`config.mk`:
```
export PLATFORM = sky130hd
export DESIGN_NAME = mc_control_unit
export DESIGN_NICKNAME = d
export VERILOG_FILES = /design/src/rtl/mc_control_unit.sv
export SDC_FILE = /design/constraint.sdc
export NUM_CORES = 1
export LEC_CHECK = 0
export BUFFER_PORTS_ARGS = -buffer_cell sky130_fd_sc_hd__buf_2
export CAP_MARGIN = 20
export CORE_MARGIN = 1.5
export CORE_UTILIZATION = 50
export DETAILED_ROUTE_END_ITERATION = 10
export PLACE_DENSITY = 0.85
export SLEW_MARGIN = 25
export SYNTH_ARGS = -nofsm -noshare
export SYNTH_HDL_FRONTEND = slang
export SYNTH_SLANG_ARGS = --single-unit
```
`constraint.sdc`:
```
create_clock -name clk -period 2.5 [get_ports clk]
set_input_delay 0.125 -clock clk [delete_from_list [all_inputs] [get_ports clk]]
set_output_delay 0.125 -clock clk [all_outputs]
set_load 0.05 [all_outputs]
```
`src/rtl/mc_control_unit.sv`:
```
// Multi-cycle RV32I(+M) control unit: sequences fetch/decode/execute/memory/writeback
// and drives datapath muxes, write enables and memory/MDU handshakes.
module mc_control_unit #(
    parameter bit ENABLE_M     = 1'b0,
    parameter bit ILLEGAL_HALT = 1'b0
) (
    input  logic        clk,
    input  logic        rst,
    input  logic [31:0] instr,
    input  logic        imem_ready,
    input  logic        dmem_ready,
    input  logic        br_taken,
    input  logic        mdu_done,
    output logic        imem_req,
    output logic        ir_we,
    output logic        pc_we,
    output logic [1:0]  pc_src,
    output logic [1:0]  alu_a_src,
    output logic        alu_b_src,
    output logic [3:0]  alu_op,
    output logic        mdu_start,
    output logic [2:0]  mdu_op,
    output logic        mem_read,
    output logic        mem_write,
    output logic [1:0]  mem_to_reg,
    output logic        reg_write,
    output logic        illegal,
    output logic        halted,
    output logic [2:0]  state
);

    typedef enum logic [2:0] {
        StFetch   = 3'd0,
        StDecode  = 3'd1,
        StExec    = 3'd2,
        StMem     = 3'd3,
        StMduWait = 3'd4,
        StWb      = 3'd5,
        StHalt    = 3'd6
    } state_e;

    localparam logic [6:0] OpReg    = 7'b0110011;
    localparam logic [6:0] OpImm    = 7'b0010011;
    localparam logic [6:0] OpLoad   = 7'b0000011;
    localparam logic [6:0] OpStore  = 7'b0100011;
    localparam logic [6:0] OpBranch = 7'b1100011;
    localparam logic [6:0] OpJal    = 7'b1101111;
    localparam logic [6:0] OpJalr   = 7'b1100111;
    localparam logic [6:0] OpLui    = 7'b0110111;
    localparam logic [6:0] OpAuipc  = 7'b0010111;
    localparam logic [6:0] OpFence  = 7'b0001111;

    localparam logic [3:0] AluAdd  = 4'd0;
    localparam logic [3:0] AluSub  = 4'd1;
    localparam logic [3:0] AluAnd  = 4'd2;
    localparam logic [3:0] AluOr   = 4'd3;
    localparam logic [3:0] AluXor  = 4'd4;
    localparam logic [3:0] AluSll  = 4'd5;
    localparam logic [3:0] AluSrl  = 4'd6;
    localparam logic [3:0] AluSra  = 4'd7;
    localparam logic [3:0] AluSlt  = 4'd8;
    localparam logic [3:0] AluSltu = 4'd9;

    state_e      state_q, state_d;
    logic [31:0] ir_q;

    logic [6:0] opcode;
    logic [2:0] funct3;
    logic [6:0] funct7;
    logic       unused_ir;

    assign opcode    = ir_q[6:0];
    assign funct3    = ir_q[14:12];
    assign funct7    = ir_q[31:25];
    assign unused_ir = ^{ir_q[24:15], ir_q[11:7]};

    logic is_r, is_i, is_load, is_store, is_branch, is_jal, is_jalr;
    logic is_lui, is_auipc, is_fence, is_mdu, legal;
    logic [3:0] alu_arith;

    always_ff @(posedge clk) begin
        if (rst) begin
            state_q <= StFetch;
            ir_q    <= '0;
        end else begin
            state_q <= state_d;
            if (ir_we) begin
                ir_q <= instr;
            end
        end
    end

    // Instruction classification and legality from the IR.
    always_comb begin
        is_r      = 1'b0;
        is_i      = 1'b0;
        is_load   = 1'b0;
        is_store  = 1'b0;
        is_branch = 1'b0;
        is_jal    = 1'b0;
        is_jalr   = 1'b0;
        is_lui    = 1'b0;
        is_auipc  = 1'b0;
        is_fence  = 1'b0;
        is_mdu    = 1'b0;
        legal     = 1'b0;
        unique case (opcode)
            OpReg: begin
                if (funct7 == 7'b0000000) begin
                    is_r  = 1'b1;
                    legal = 1'b1;
                end else if (funct7 == 7'b0100000 && (funct3 == 3'b000 || funct3 == 3'b101)) begin
                    is_r  = 1'b1;
                    legal = 1'b1;
                end else if (funct7 == 7'b0000001 && ENABLE_M) begin
                    is_mdu = 1'b1;
                    legal  = 1'b1;
                end
            end
            OpImm: begin
                is_i = 1'b1;
                if (funct3 == 3'b001) begin
                    legal = (funct7 == 7'b0000000);
                end else if (funct3 == 3'b101) begin
                    legal = (funct7 == 7'b0000000) || (funct7 == 7'b0100000);
                end else begin
                    legal = 1'b1;
                end
            end
            OpLoad: begin
                is_load = 1'b1;
                legal   = !(funct3 == 3'b011 || funct3[2:1] == 2'b11);
            end
            OpStore: begin
                is_store = 1'b1;
                legal    = (funct3 < 3'b011);
            end
            OpBranch: begin
                is_branch = 1'b1;
                legal     = (funct3[2:1] != 2'b01);
            end
            OpJal: begin
                is_jal = 1'b1;
                legal  = 1'b1;
            end
            OpJalr: begin
                is_jalr = 1'b1;
                legal   = 1'b1;
            end
            OpLui: begin
                is_lui = 1'b1;
                legal  = 1'b1;
            end
            OpAuipc: begin
                is_auipc = 1'b1;
                legal    = 1'b1;
            end
            OpFence: begin
                is_fence = 1'b1;
                legal    = 1'b1;
            end
            default: ;
        endcase
    end

    // Immediate-form 000 is always addi; only register form uses funct7[5] for sub.
    always_comb begin
        alu_arith = AluAdd;
        unique case (funct3)
            3'b000:  alu_arith = (is_r && funct7[5]) ? AluSub : AluAdd;
            3'b001:  alu_arith = AluSll;
            3'b010:  alu_arith = AluSlt;
            3'b011:  alu_arith = AluSltu;
            3'b100:  alu_arith = AluXor;
            3'b101:  alu_arith = funct7[5] ? AluSra : AluSrl;
            3'b110:  alu_arith = AluOr;
            default: alu_arith = AluAnd;
        endcase
    end

    always_comb begin
        state_d    = state_q;
        imem_req   = 1'b0;
        ir_we      = 1'b0;
        pc_we      = 1'b0;
        pc_src     = 2'b00;
        alu_a_src  = 2'b00;
        alu_b_src  = 1'b0;
        alu_op     = AluAdd;
        mdu_start  = 1'b0;
        mdu_op     = 3'b000;
        mem_read   = 1'b0;
        mem_write  = 1'b0;
        mem_to_reg = 2'b00;
        reg_write  = 1'b0;
        illegal    = 1'b0;
        halted     = 1'b0;
        if (!rst) begin
            unique case (state_q)
                StFetch: begin
                    imem_req = 1'b1;
                    if (imem_ready) begin
                        ir_we   = 1'b1;
                        state_d = StDecode;
                    end
                end
                StDecode: begin
                    if (!legal) begin
                        illegal = 1'b1;
                        if (ILLEGAL_HALT) begin
                            state_d = StHalt;
                        end else begin
                            pc_we   = 1'b1;
                            state_d = StFetch;
                        end
                    end else if (is_fence) begin
                        pc_we   = 1'b1;
                        state_d = StFetch;
                    end else begin
                        state_d = StExec;
                    end
                end
                StExec: begin
                    state_d = StWb;
                    if (is_r) begin
                        alu_op = alu_arith;
                    end else if (is_i) begin
                        alu_b_src = 1'b1;
                        alu_op    = alu_arith;
                    end else if (is_load || is_store) begin
                        alu_b_src = 1'b1;
                        state_d   = StMem;
                    end else if (is_lui) begin
                        alu_a_src = 2'b10;
                        alu_b_src = 1'b1;
                    end else if (is_auipc) begin
                        alu_a_src = 2'b01;
                        alu_b_src = 1'b1;
                    end else if (is_branch) begin
                        alu_op  = AluSub;
                        pc_we   = 1'b1;
                        pc_src  = br_taken ? 2'b01 : 2'b00;
                        state_d = StFetch;
                    end else if (is_jal) begin
                        pc_we  = 1'b1;
                        pc_src = 2'b01;
                    end else if (is_jalr) begin
                        alu_b_src = 1'b1;
                        pc_we     = 1'b1;
                        pc_src    = 2'b10;
                    end else if (is_mdu) begin
                        mdu_start = 1'b1;
                        mdu_op    = funct3;
                        state_d   = StMduWait;
                    end
                end
                StMem: begin
                    mem_read  = is_load;
                    mem_write = is_store;
                    if (dmem_ready) begin
                        if (is_load) begin
                            state_d = StWb;
                        end else begin
                            pc_we   = 1'b1;
                            state_d = StFetch;
                        end
                    end
                end
                StMduWait: begin
                    if (mdu_done) begin
                        state_d = StWb;
                    end
                end
                StWb: begin
                    reg_write = 1'b1;
                    if (is_load) begin
                        mem_to_reg = 2'b01;
                    end else if (is_jal || is_jalr) begin
                        mem_to_reg = 2'b10;
                    end else if (is_mdu) begin
                        mem_to_reg = 2'b11;
                    end
                    // Jumps already redirected the PC in EXEC.
                    pc_we   = !(is_jal || is_jalr);
                    state_d = StFetch;
                end
                StHalt: begin
                    halted = 1'b1;
                end
                default: state_d = StFetch;
            endcase
        end
    end

    assign state = rst ? 3'd0 : state_q;

endmodule

```
==> flow_metrics.tcl <==
set metrics [dict create \
    nFillCells 227 \
    grt_max_degree 27 \
    dpl.hpwl_um 2290 \
    core_area_sq_mm 0.00254 \
    start_kind "register" \
    rsz0062_at_grt "false" \
    via_per_inst 5.49 \
    finalSetupViolCount 0 \
    min_path_cells 3 \
    dieArea_sq_mm 0.00306 \
    yosys_warnings 0 \
    cts_made_buffers 3 \
    mostFrequentLayoutCells "nand2_1 (45), buf_2 (44), dfxtp_1 (20), nand3b_1 (17)" \
    combPwrFrac_pct 20.5 \
    synthArstFlopShare_pct 0 \
    multi_input_area_sq_um 872 \
    antennaDiodeCount 0 \
    clk_pin_slew_ns 0.11 \
    synth_top_area_share_pct 29.2 \
    finalSetupTns_ns 0 \
    ys_seq_area_share_pct 29.2 \
    ys_seq_elements 20 \
    switching_share_pct 29.2 \
    hp-start "instr[25]" \
    vias 1455 \
    drv_cap 0 \
    max_freq_ghz 0.439 \
    fin_skew_ns 0.00260 \
    io_pins 64 \
    end_kind "output port" \
    cts-root-buf "clkbuf_4" \
    r2r-end "state_q[2]$_SDFFE_PP0P_" \
    num-nets-final 274 \
    die_w_um 55.3 \
    crit_required_ns 2.38 \
    ys_types 45 \
    p_per_area_mw_per_mm2 471 \
    drc_errors 0 \
    antenna_found_initial 0 \
    synth_top_cells_by_area "dfxtp_1 (29%), nand2_1 (12%), nand3b_1 (9.3%)" \
    fin_crit_sh_pct 91.2 \
    syn_area_sq_mm 0.00137 \
    final_common_cell "nand2_1" \
    total_leakage_power_nw 0.803 \
    r2r_slack_ns 0.62 \
    first_iter_violations 52 \
    intPower_w 0.000576 \
    synth_top_area_cell "dfxtp_1" \
    clock_latency_ns 0.30 \
    die_h_um 55.3 \
    overflow 0 \
    min_period_ns 2.28 \
    grtUsageTotal_pct 22.4 \
    r2r_cells 5 \
    cts_tree "built" \
    setup_ws_ns 0.221 \
    worst_hold_path_type "in -> reg" \
    register_area_sq_um 400 \
    postLayoutCoreUtil_pct 67.8 \
    synthCells 191 \
    min_to "ir_q[25]$_SDFFE_PP0P_" \
    area_delta_synth_final_pct 26.0 \
    clkSinkCount 20 \
    place_congestion 0.871 \
    avgRoutedWirePerCell_um 12.3 \
    portBuffers 44 \
    p_sw_w 0.000237 \
    status "finished clean" \
    first_pass_iters 4 \
    drv_slew 0 \
    initial_core_util_pct 53.8 \
    pwr-share-seq_pct 47.2 \
    grt_pass1_wl_um 5740 \
    wirelength_um 3270 \
    cts_buffer_depth 2 \
    arrival_ns 2.15 \
    syn_avg_cell_area_sq_um 7.17 \
    r2r-start "ir_q[6]$_SDFFE_PP0P_" \
    drive_gt1_share_pct 25.1 \
    grt_pass1_vias 1282 \
    max-vdd-ir-drop_mv 0.395 \
    synth_edf_count 0 \
    ant_nets 0 \
    crit_fanout 9 \
    p_clk_share_pct 32.3 \
    num_rows 18 \
    place_ws_ns 0.603 \
    cts_max_level 1 \
    synth_ff_type "dfxtp_1" \
    hold_viol 0 \
    crit_type "reg -> out" \
]
## stage by stage
step                cell area [sq um]  total power, W  hold WS [ns]  std cells
floorplan                        1400        0.000511         0.224        194
detailed placement               1560        0.000542         0.310        250
CTS                              1720        0.000815      0.000428        264
global placement                 1560        0.000539         0.308        250
finish                           1730        0.000813       0.00438        265
global route                     1730        0.000858       0.00461        265
## Yosys cell counts, types with 2 or more instances
library cell,instances
clkbuf_2,2
buf_2,4
clkbuf_1,8
a41o_1,2
nand3b_1,17
o22ai_1,2
a2111oi_0,2
nand3_1,3
inv_1,4
nand2b_1,4
a21oi_1,5
a31oi_1,3
o21a_1,2
nor4_1,4
nor2b_1,6
buf_4,5
nand2_1,45
dfxtp_1,20
o21ai_0,6
nand4_1,5
nor3_1,6
nor3b_1,3
nor2_1,11
## layout make-up
cell class | count | area share, %
repair buffers | 57 | 20.0
clock inverters | 1 | 1.74
flip-flops and latches | 20 | 23.2
inverters | 5 | 1.09
well taps | 30 | 2.17
clock buffers | 3 | 1.30
multi-input cells | 149 | 50.5
## critical path, stage by stage (launching register included)
cell      delay (ns)
dfxtp_1         0.53
nand2b_1        0.19
nor3_1          0.36
nand4_1         0.26
o22ai_1         0.22
buf_2           0.29
## power groups by stage
stage / clock network [W] / logic [W] / registers [W]
final: 0.000263 / 0.000167 / 0.000384
after detailed placement: 0 / 0.000152 / 0.000390
after global routing: 0.000283 / 0.000186 / 0.000389
after floorplan: 0 / 0.000153 / 0.000358
after global placement: 0 / 0.000150 / 0.000389
after CTS: 0.000267 / 0.000165 / 0.000382
## repair_timing
action / CTS / global route
hold buffers: 10 / 1
hold endpoints to repair: 10 / 1
buffers inserted: 0 / 0
gates resized for setup: 0 / 0
## layer usage
metal	vias to the layer above	global-route usage, %	share of wire [%]
met3	2	2.81	6.4
met1	640	30.5	45
met5	-	0	0
li1	751	-	-
met4	0	6.62	0.49
met2	62	36.7	49
## kinds of logic after synthesis
| logic type | synth area share, % |
|---|---|
| and+or+nand+nor | 44.9 |
| AOI/OAI and AO/OA | 15.6 |
| buffers and inverters | 9.31 |
| DFF | 29.2 |
| xor gates and xnor gates | 0.639 |
| other | 0.274 |
## how the worst max path moves through the flow
stage,start,to,slack [ns]
floorplan,ir_q[6]$_SDFFE_PP0P_,mem_write,0.006
global placement,ir_q[4]$_SDFFE_PP0P_,illegal,0.60
finish,state_q[1]$_SDFFE_PP0P_,alu_op[0],0.22
CTS,ir_q[6]$_SDFFE_PP0P_,pc_we,0.25
detailed placement,state_q[1]$_SDFFE_PP0P_,alu_op[0],0.60
global route,state_q[1]$_SDFFE_PP0P_,alu_op[0],0.02
## sequential cells by signal, summed over array words and instances, names as in the netlist
register / flops
ir_q: 17
state_q: 3
(Power assumes the default switching activity.)
